## src/rtl/key_debounce_pkg.sv

```systemverilog
// Shared types and constants for the push-button debounce controller.
package key_debounce_pkg;

   typedef enum logic [2:0] {
      ST_UP      = 3'd0,
      ST_ARM_DN  = 3'd1,
      ST_WAIT_DN = 3'd2,
      ST_DOWN    = 3'd3,
      ST_ARM_UP  = 3'd4,
      ST_WAIT_UP = 3'd5
   } state_t;

   localparam bit          DEF_KEY_ACTIVE_LOW = 1'b1;
   localparam int unsigned DEF_HOLD_PERIODS   = 50;
   localparam int unsigned DEF_ARM_TIMEOUT    = 4;
   localparam int unsigned TIMER_ARM_LATENCY  = 2;
   localparam int unsigned HOLD_CNT_W         = 8;
   localparam int unsigned ARM_CNT_W          = 8;

   // Saturating increment for the hold period counter.
   function automatic logic [HOLD_CNT_W-1:0] sat_inc(input logic [HOLD_CNT_W-1:0] v);
      return (v == '1) ? v : v + HOLD_CNT_W'(1);
   endfunction

endpackage

```

## src/rtl/key_debounce_ctrl_sync.sv

```systemverilog
// Two-flop synchroniser for the raw key pin, polarity normalisation
// (pressed = 1) and single-cycle edge detect on the normalised level.
module key_sync
   import key_debounce_pkg::*;
#(
   parameter bit KEY_ACTIVE_LOW = DEF_KEY_ACTIVE_LOW
) (
   input  logic clk,
   input  logic rst_n,
   input  logic key_raw,
   output logic key_s_c,
   output logic key_edge_c
);

   localparam logic RAW_IDLE = KEY_ACTIVE_LOW;

   logic r_sync1;
   logic r_sync2;
   logic r_key_s_d;

   always_ff @(posedge clk) begin
      if (!rst_n) begin
         r_sync1   <= RAW_IDLE;
         r_sync2   <= RAW_IDLE;
         r_key_s_d <= 1'b0;
      end else begin
         r_sync1   <= key_raw;
         r_sync2   <= r_sync1;
         r_key_s_d <= key_s_c;
      end
   end

   assign key_s_c    = r_sync2 ^ KEY_ACTIVE_LOW;
   assign key_edge_c = key_s_c ^ r_key_s_d;

endmodule

```

## src/rtl/key_debounce_ctrl.sv

```systemverilog
// Debounce controller: drives an external retriggerable one-shot timer and
// commits the key level once the timer expires with no further raw edges.
module key_debounce_ctrl
   import key_debounce_pkg::*;
#(
   parameter bit          KEY_ACTIVE_LOW = DEF_KEY_ACTIVE_LOW,
   parameter int unsigned HOLD_PERIODS   = DEF_HOLD_PERIODS,
   parameter int unsigned ARM_TIMEOUT    = DEF_ARM_TIMEOUT
) (
   input  logic clk,
   input  logic rst_n,
   input  logic key_raw,
   input  logic timer_on,
   output logic timer_start,
   output logic key_state,
   output logic key_pressed,
   output logic key_released,
   output logic key_hold,
   output logic err_timer
);

   // The arm window always covers the timer's start-to-on latency.
   localparam int unsigned ARM_LIMIT = (ARM_TIMEOUT > TIMER_ARM_LATENCY) ?
                                       ARM_TIMEOUT : TIMER_ARM_LATENCY + 1;
   localparam logic [HOLD_CNT_W-1:0] HOLD_TGT   = HOLD_CNT_W'(HOLD_PERIODS);
   localparam logic [ARM_CNT_W-1:0]  ARM_LAST   = ARM_CNT_W'(ARM_LIMIT - 1);
   localparam logic [ARM_CNT_W-1:0]  ARM_SETTLE = ARM_CNT_W'(TIMER_ARM_LATENCY);

   logic w_key_s;
   logic w_edge;
   logic w_on_fall;
   logic w_hold_done;
   logic [HOLD_CNT_W-1:0] w_hold_inc;

   state_t                r_state;
   state_t                w_state_nxt;
   logic [HOLD_CNT_W-1:0] r_hold_cnt;
   logic [HOLD_CNT_W-1:0] w_hold_cnt_nxt;
   logic [ARM_CNT_W-1:0]  r_arm_cnt;
   logic [ARM_CNT_W-1:0]  w_arm_cnt_nxt;
   logic                  r_on_d;

   logic r_timer_start, w_start_nxt;
   logic r_key_state,   w_key_state_nxt;
   logic r_pressed,     w_pressed_nxt;
   logic r_released,    w_released_nxt;
   logic r_hold,        w_hold_nxt;
   logic r_err_timer,   w_err_nxt;

   key_sync #(
      .KEY_ACTIVE_LOW (KEY_ACTIVE_LOW)
   ) u_sync (
      .clk        (clk),
      .rst_n      (rst_n),
      .key_raw    (key_raw),
      .key_s_c    (w_key_s),
      .key_edge_c (w_edge)
   );

   assign w_on_fall   = r_on_d & ~timer_on;
   assign w_hold_done = (r_hold_cnt >= HOLD_TGT);
   assign w_hold_inc  = sat_inc(r_hold_cnt);

   always_ff @(posedge clk) begin
      if (!rst_n) begin
         r_state       <= ST_UP;
         r_hold_cnt    <= '0;
         r_arm_cnt     <= '0;
         r_on_d        <= 1'b0;
         r_timer_start <= 1'b0;
         r_key_state   <= 1'b0;
         r_pressed     <= 1'b0;
         r_released    <= 1'b0;
         r_hold        <= 1'b0;
         r_err_timer   <= 1'b0;
      end else begin
         r_state       <= w_state_nxt;
         r_hold_cnt    <= w_hold_cnt_nxt;
         r_arm_cnt     <= w_arm_cnt_nxt;
         r_on_d        <= timer_on;
         r_timer_start <= w_start_nxt;
         r_key_state   <= w_key_state_nxt;
         r_pressed     <= w_pressed_nxt;
         r_released    <= w_released_nxt;
         r_hold        <= w_hold_nxt;
         r_err_timer   <= w_err_nxt;
      end
   end

   // Raw edges always take priority over timer expiry in every state.
   always_comb begin
      w_state_nxt     = r_state;
      w_hold_cnt_nxt  = r_hold_cnt;
      w_arm_cnt_nxt   = r_arm_cnt;
      w_start_nxt     = 1'b0;
      w_key_state_nxt = r_key_state;
      w_pressed_nxt   = 1'b0;
      w_released_nxt  = 1'b0;
      w_hold_nxt      = 1'b0;
      w_err_nxt       = r_err_timer;

      unique case (r_state)
         ST_UP: begin
            if (w_edge) begin
               w_start_nxt   = 1'b1;
               w_arm_cnt_nxt = '0;
               w_state_nxt   = ST_ARM_DN;
            end
         end

         ST_ARM_DN, ST_ARM_UP: begin
            if (w_edge) begin
               w_start_nxt   = 1'b1;
               w_arm_cnt_nxt = '0;
            end else if (timer_on && (r_arm_cnt >= ARM_SETTLE)) begin
               w_state_nxt = (r_state == ST_ARM_DN) ? ST_WAIT_DN : ST_WAIT_UP;
            end else if (r_arm_cnt >= ARM_LAST) begin
               w_err_nxt = 1'b1;
               if (r_state == ST_ARM_DN) begin
                  w_state_nxt = ST_UP;
               end else begin
                  w_state_nxt = ST_DOWN;
                  w_start_nxt = ~w_hold_done;
               end
            end else begin
               w_arm_cnt_nxt = r_arm_cnt + ARM_CNT_W'(1);
            end
         end

         ST_WAIT_DN: begin
            if (w_edge) begin
               w_start_nxt = 1'b1;
            end else if (!timer_on) begin
               if (w_key_s) begin
                  w_state_nxt     = ST_DOWN;
                  w_key_state_nxt = 1'b1;
                  w_pressed_nxt   = 1'b1;
                  w_hold_cnt_nxt  = '0;
                  w_start_nxt     = 1'b1;
               end else begin
                  w_state_nxt = ST_UP;
               end
            end
         end

         ST_WAIT_UP: begin
            if (w_edge) begin
               w_start_nxt = 1'b1;
            end else if (!timer_on) begin
               if (!w_key_s) begin
                  w_state_nxt     = ST_UP;
                  w_key_state_nxt = 1'b0;
                  w_released_nxt  = 1'b1;
               end else begin
                  // Glitch while held: resume hold timing without resetting it.
                  w_state_nxt = ST_DOWN;
                  w_start_nxt = ~w_hold_done;
               end
            end
         end

         ST_DOWN: begin
            if (w_edge) begin
               w_start_nxt   = 1'b1;
               w_arm_cnt_nxt = '0;
               w_state_nxt   = ST_ARM_UP;
            end else if (w_on_fall && !w_hold_done) begin
               w_hold_cnt_nxt = w_hold_inc;
               if (w_hold_inc >= HOLD_TGT) begin
                  w_hold_nxt = 1'b1;
               end else begin
                  w_start_nxt = 1'b1;
               end
            end
         end

         default: begin
            w_state_nxt = ST_UP;
         end
      endcase
   end

   assign timer_start  = r_timer_start;
   assign key_state    = r_key_state;
   assign key_pressed  = r_pressed;
   assign key_released = r_released;
   assign key_hold     = r_hold;
   assign err_timer    = r_err_timer;

endmodule

```

## config.mk

```make
export PLATFORM = sky130hd
export DESIGN_NAME = key_debounce_ctrl
export DESIGN_NICKNAME = d
export VERILOG_FILES = /design/src/rtl/key_debounce_pkg.sv /design/src/rtl/key_debounce_ctrl_sync.sv /design/src/rtl/key_debounce_ctrl.sv
export SDC_FILE = /design/constraint.sdc
export NUM_CORES = 1
export LEC_CHECK = 0
export CORE_MARGIN = 5
export CORE_UTILIZATION = 52
export CTS_CLUSTER_DIAMETER = 60
export DETAILED_ROUTE_END_ITERATION = 7
export PLACE_DENSITY = 0.81
export SLEW_MARGIN = 0
export SYNTH_ARGS = -nofsm -noshare
export SYNTH_HDL_FRONTEND = slang
export SYNTH_SLANG_ARGS = --single-unit
```

## constraint.sdc

```tcl
create_clock -name clk -period 1.85 [get_ports clk]
set_input_delay 0.555 -clock clk [delete_from_list [all_inputs] [get_ports clk]]
set_output_delay 0.555 -clock clk [all_outputs]
set_load 0.01 [all_outputs]
```

==> out/qor.yml <==
global_routing:
  grt_max_degree: 17
  antenna_found_initial: 0
  grt_pass1_vias: 1545
  track_usage: 0.216
  grt_pass1_wl_um: 7180
  overflow: 0
setup_path:
  required_ps: 2100
  worst-path-buf-inv: 2
  path_cells: "buf_4 -> nor4_2 -> a21boi_1 -> buf_4 -> nor4b_1 -> o21ai_1 -> o21ai_0"
  arrival_ps: 2120
  cp_slowest_stage_delay_ps: 360
  worstRegToRegCells: 7
  crit_family: "simple AND/OR/NAND/NOR gates"
  path_class: "register to register"
  timing.reg2reg.setup_slack_ps: -20
  r2r_end: "timer_start"
  start_kind: "register"
  r2r-start: "r_arm_cnt[1]"
  critPathCaptureType: "register"
  critPathSlowestCell: "nor4b_1"
  crit_top_cell: "buf_4"
  cp_max_fo: 4
sta:
  finClkSkew_ps: 9.50
  fin_crit_sh: 1.01
  hold_violations: 0
  setup_violations: 1
  max_slew_margin: 0.655
  rsz0062_at_grt: "true"
  fmax_mhz: 536
  period_minus_slack_ps: 1870
  finalSetupTns_ps: -15.8
  worst_pin_slew_ps: 514
  maxSlewViolCount: 0
  finalWorstSetupSlack_ps: -15.8
layout:
  antenna_cells: 0
  regArea_um2: 587
  multi_input_area_um2: 1120
  finish.utilization: 0.728
  finalNetCount: 251
  drive_above_1_share: 0.306
  mostFrequentLayoutCell: "buf_4"
  fin_cells: 286
  layout_common_cells: "35 x buf_4, 24 x dfxtp_1, 22 x nor2_1"
  fillers: 226
  area_delta_synth_final_pct: 35.3
clock_network:
  clk_pin_slew_ps: 90
  cts_buffers: 5
  cts.sinks: 29
  root_buffer: "clkbuf_4"
  clock_latency_ps: 340
  cts_tree: "done"
  cts_hold_buf: 0
  h-tree-depth: 2
  clock_path_buffers: 2
flow_run:
  max_cap_viol_count: 0
drt:
  vias_per_cell: 6.00
  via_count: 1715
  dr.pass1.iters: 5
  ant_nets: 0
  finalWirelength_um: 4600
  wire_per_inst_um: 16.1
  drtIter0Drc: 227
  drc: 0
synth:
  ys_seq_area_frac: 0.353
  yosys.cell_types.count: 50
  synth-edff-count: 0
  syn-num-nets: 208
  ys_ff_latch: 29
  synth_area_um2: 1640
  syn_inst: 199
  async_flop_share: 0
  syn_area_per_cell_um2: 8.26
  ys_dominant_reg_cell: "dfxtp_1"
  synth_warnings: 0
min_path:
  hold_start: "u_sync.r_sync1"
  hold_path_depth: 1
  min_to: "u_sync.r_sync2"
  min_path_type: "register to register"
floorplanning:
  fp.dieH_um: 66.2
  row_count: 20
  die_w_um: 66.2
  core_area_um2: 3050
  die-area_um2: 4380
  ioPinCount: 10
  start_util: 0.538
placement:
  routabilityCongestion: 0.894
  dp_hpwl_um: 2990
  io_buffers: 9
  dp.cells: 274
pwr:
  power_leakage_nw: 0.888
  power_density_nw_per_um2: 658
  vdd_drop_max_mv: 0.527
status:
  status: "finished with violations"
  violations: "setup timing"
layer usage:
metal | routed length [µm] | GRT usage | part of all wire | vias up
met5 | 0 | 0 | 0 | -
met4 | 132 | 0.0939 | 0.029 | 0
met3 | 361 | 0.0527 | 0.079 | 17
met2 | 2230 | 0.323 | 0.48 | 91
met1 | 1880 | 0.291 | 0.41 | 799
li1 | - | - | - | 808
power by group:
part           switching, mW  internal, mW
Combinational          0.159         0.134
Sequential            0.0276         0.642
Clock                  0.227         0.275
cells by family after synthesis:
family | share of synthesized area
and+or+nand+nor | 0.283
AOI/OAI and AO/OA | 0.240
DFF | 0.353
buffers and inverters | 0.0427
adders and majority gates | 0.0381
xor gates and xnor gates | 0.0305
muxes | 0.0122
final cells by class:
cell class	instances	area share
Multi-Input combinational cell	154	0.504
Sequential cell	29	0.264
Timing Repair Buffer	45	0.163
Tap cell	44	0.0248
Clock buffer	5	0.0169
Clock inverter	2	0.0158
Inverter	7	0.0118
cell usage after synthesis (all sizes together) (2+ instances only):
| cell | instances | area share |
|---|---|---|
| a21oi | 14 | 0.043 |
| mux2i | 2 | 0.012 |
| nand4 | 3 | 0.011 |
| o221a | 2 | 0.014 |
| a31oi | 5 | 0.019 |
| a41oi | 2 | 0.011 |
| nor3 | 7 | 0.024 |
| nand2 | 17 | 0.039 |
| nor2 | 22 | 0.050 |
| and2 | 8 | 0.030 |
| nand2b | 9 | 0.034 |
| buf | 4 | 0.015 |
| nor4 | 4 | 0.024 |
| xnor2 | 3 | 0.021 |
| ha | 5 | 0.038 |
| a211oi | 6 | 0.038 |
| nor4b | 2 | 0.011 |
| dfxtp | 29 | 0.35 |
| nand3 | 5 | 0.015 |
| clkbuf | 5 | 0.011 |
| o21ai | 11 | 0.034 |
| nor2b | 3 | 0.011 |
| inv | 7 | 0.016 |
| and3 | 4 | 0.015 |
how the worst max path moves through the flow:
stage	cells after the start	startpoint	to
6_report	7	r_arm_cnt[1]	timer_start
4_1_cts	7	r_arm_cnt[1]	r_state[2]
3_3_place_gp	6	timer_on	r_hold_cnt[2]
2_1_floorplan	6	r_arm_cnt[0]	r_state[0]
3_5_place_dp	7	timer_on	r_state[2]
5_1_grt	7	r_arm_cnt[1]	timer_start
flip-flops by register name, indices dropped and copies added (netlist names):
register / flops
r_on_d: 1
r_arm_cnt: 8
key_hold: 1
timer_start: 1
key_released: 1
r_state: 3
u_sync.r_key_s_d: 1
u_sync.r_sync1: 1
u_sync.r_sync2: 1
key_pressed: 1
err_timer: 1
r_hold_cnt: 8
key_state: 1
stage by stage:
stage | worst slack, ps | cell area (µm²) | hold slack [ps] | power, mW
after global routing | -111 | 2220 | 457 | 1.52
final | -15.8 | 2220 | 427 | 1.46
after detailed placement | -607 | 1980 | 417 | 0.926
after floorplan | 10.6 | 1650 | 386 | 0.834
after global placement | -563 | 1980 | 389 | 0.922
after CTS | 19.6 | 2080 | 437 | 1.42
timing repair:
item                       CTS  global route
setup endpoints to repair   15            16
gates resized for setup      7            27
pin swaps                    2            10
buffers inserted             1             4
Power figures use the tool's default switching activity.
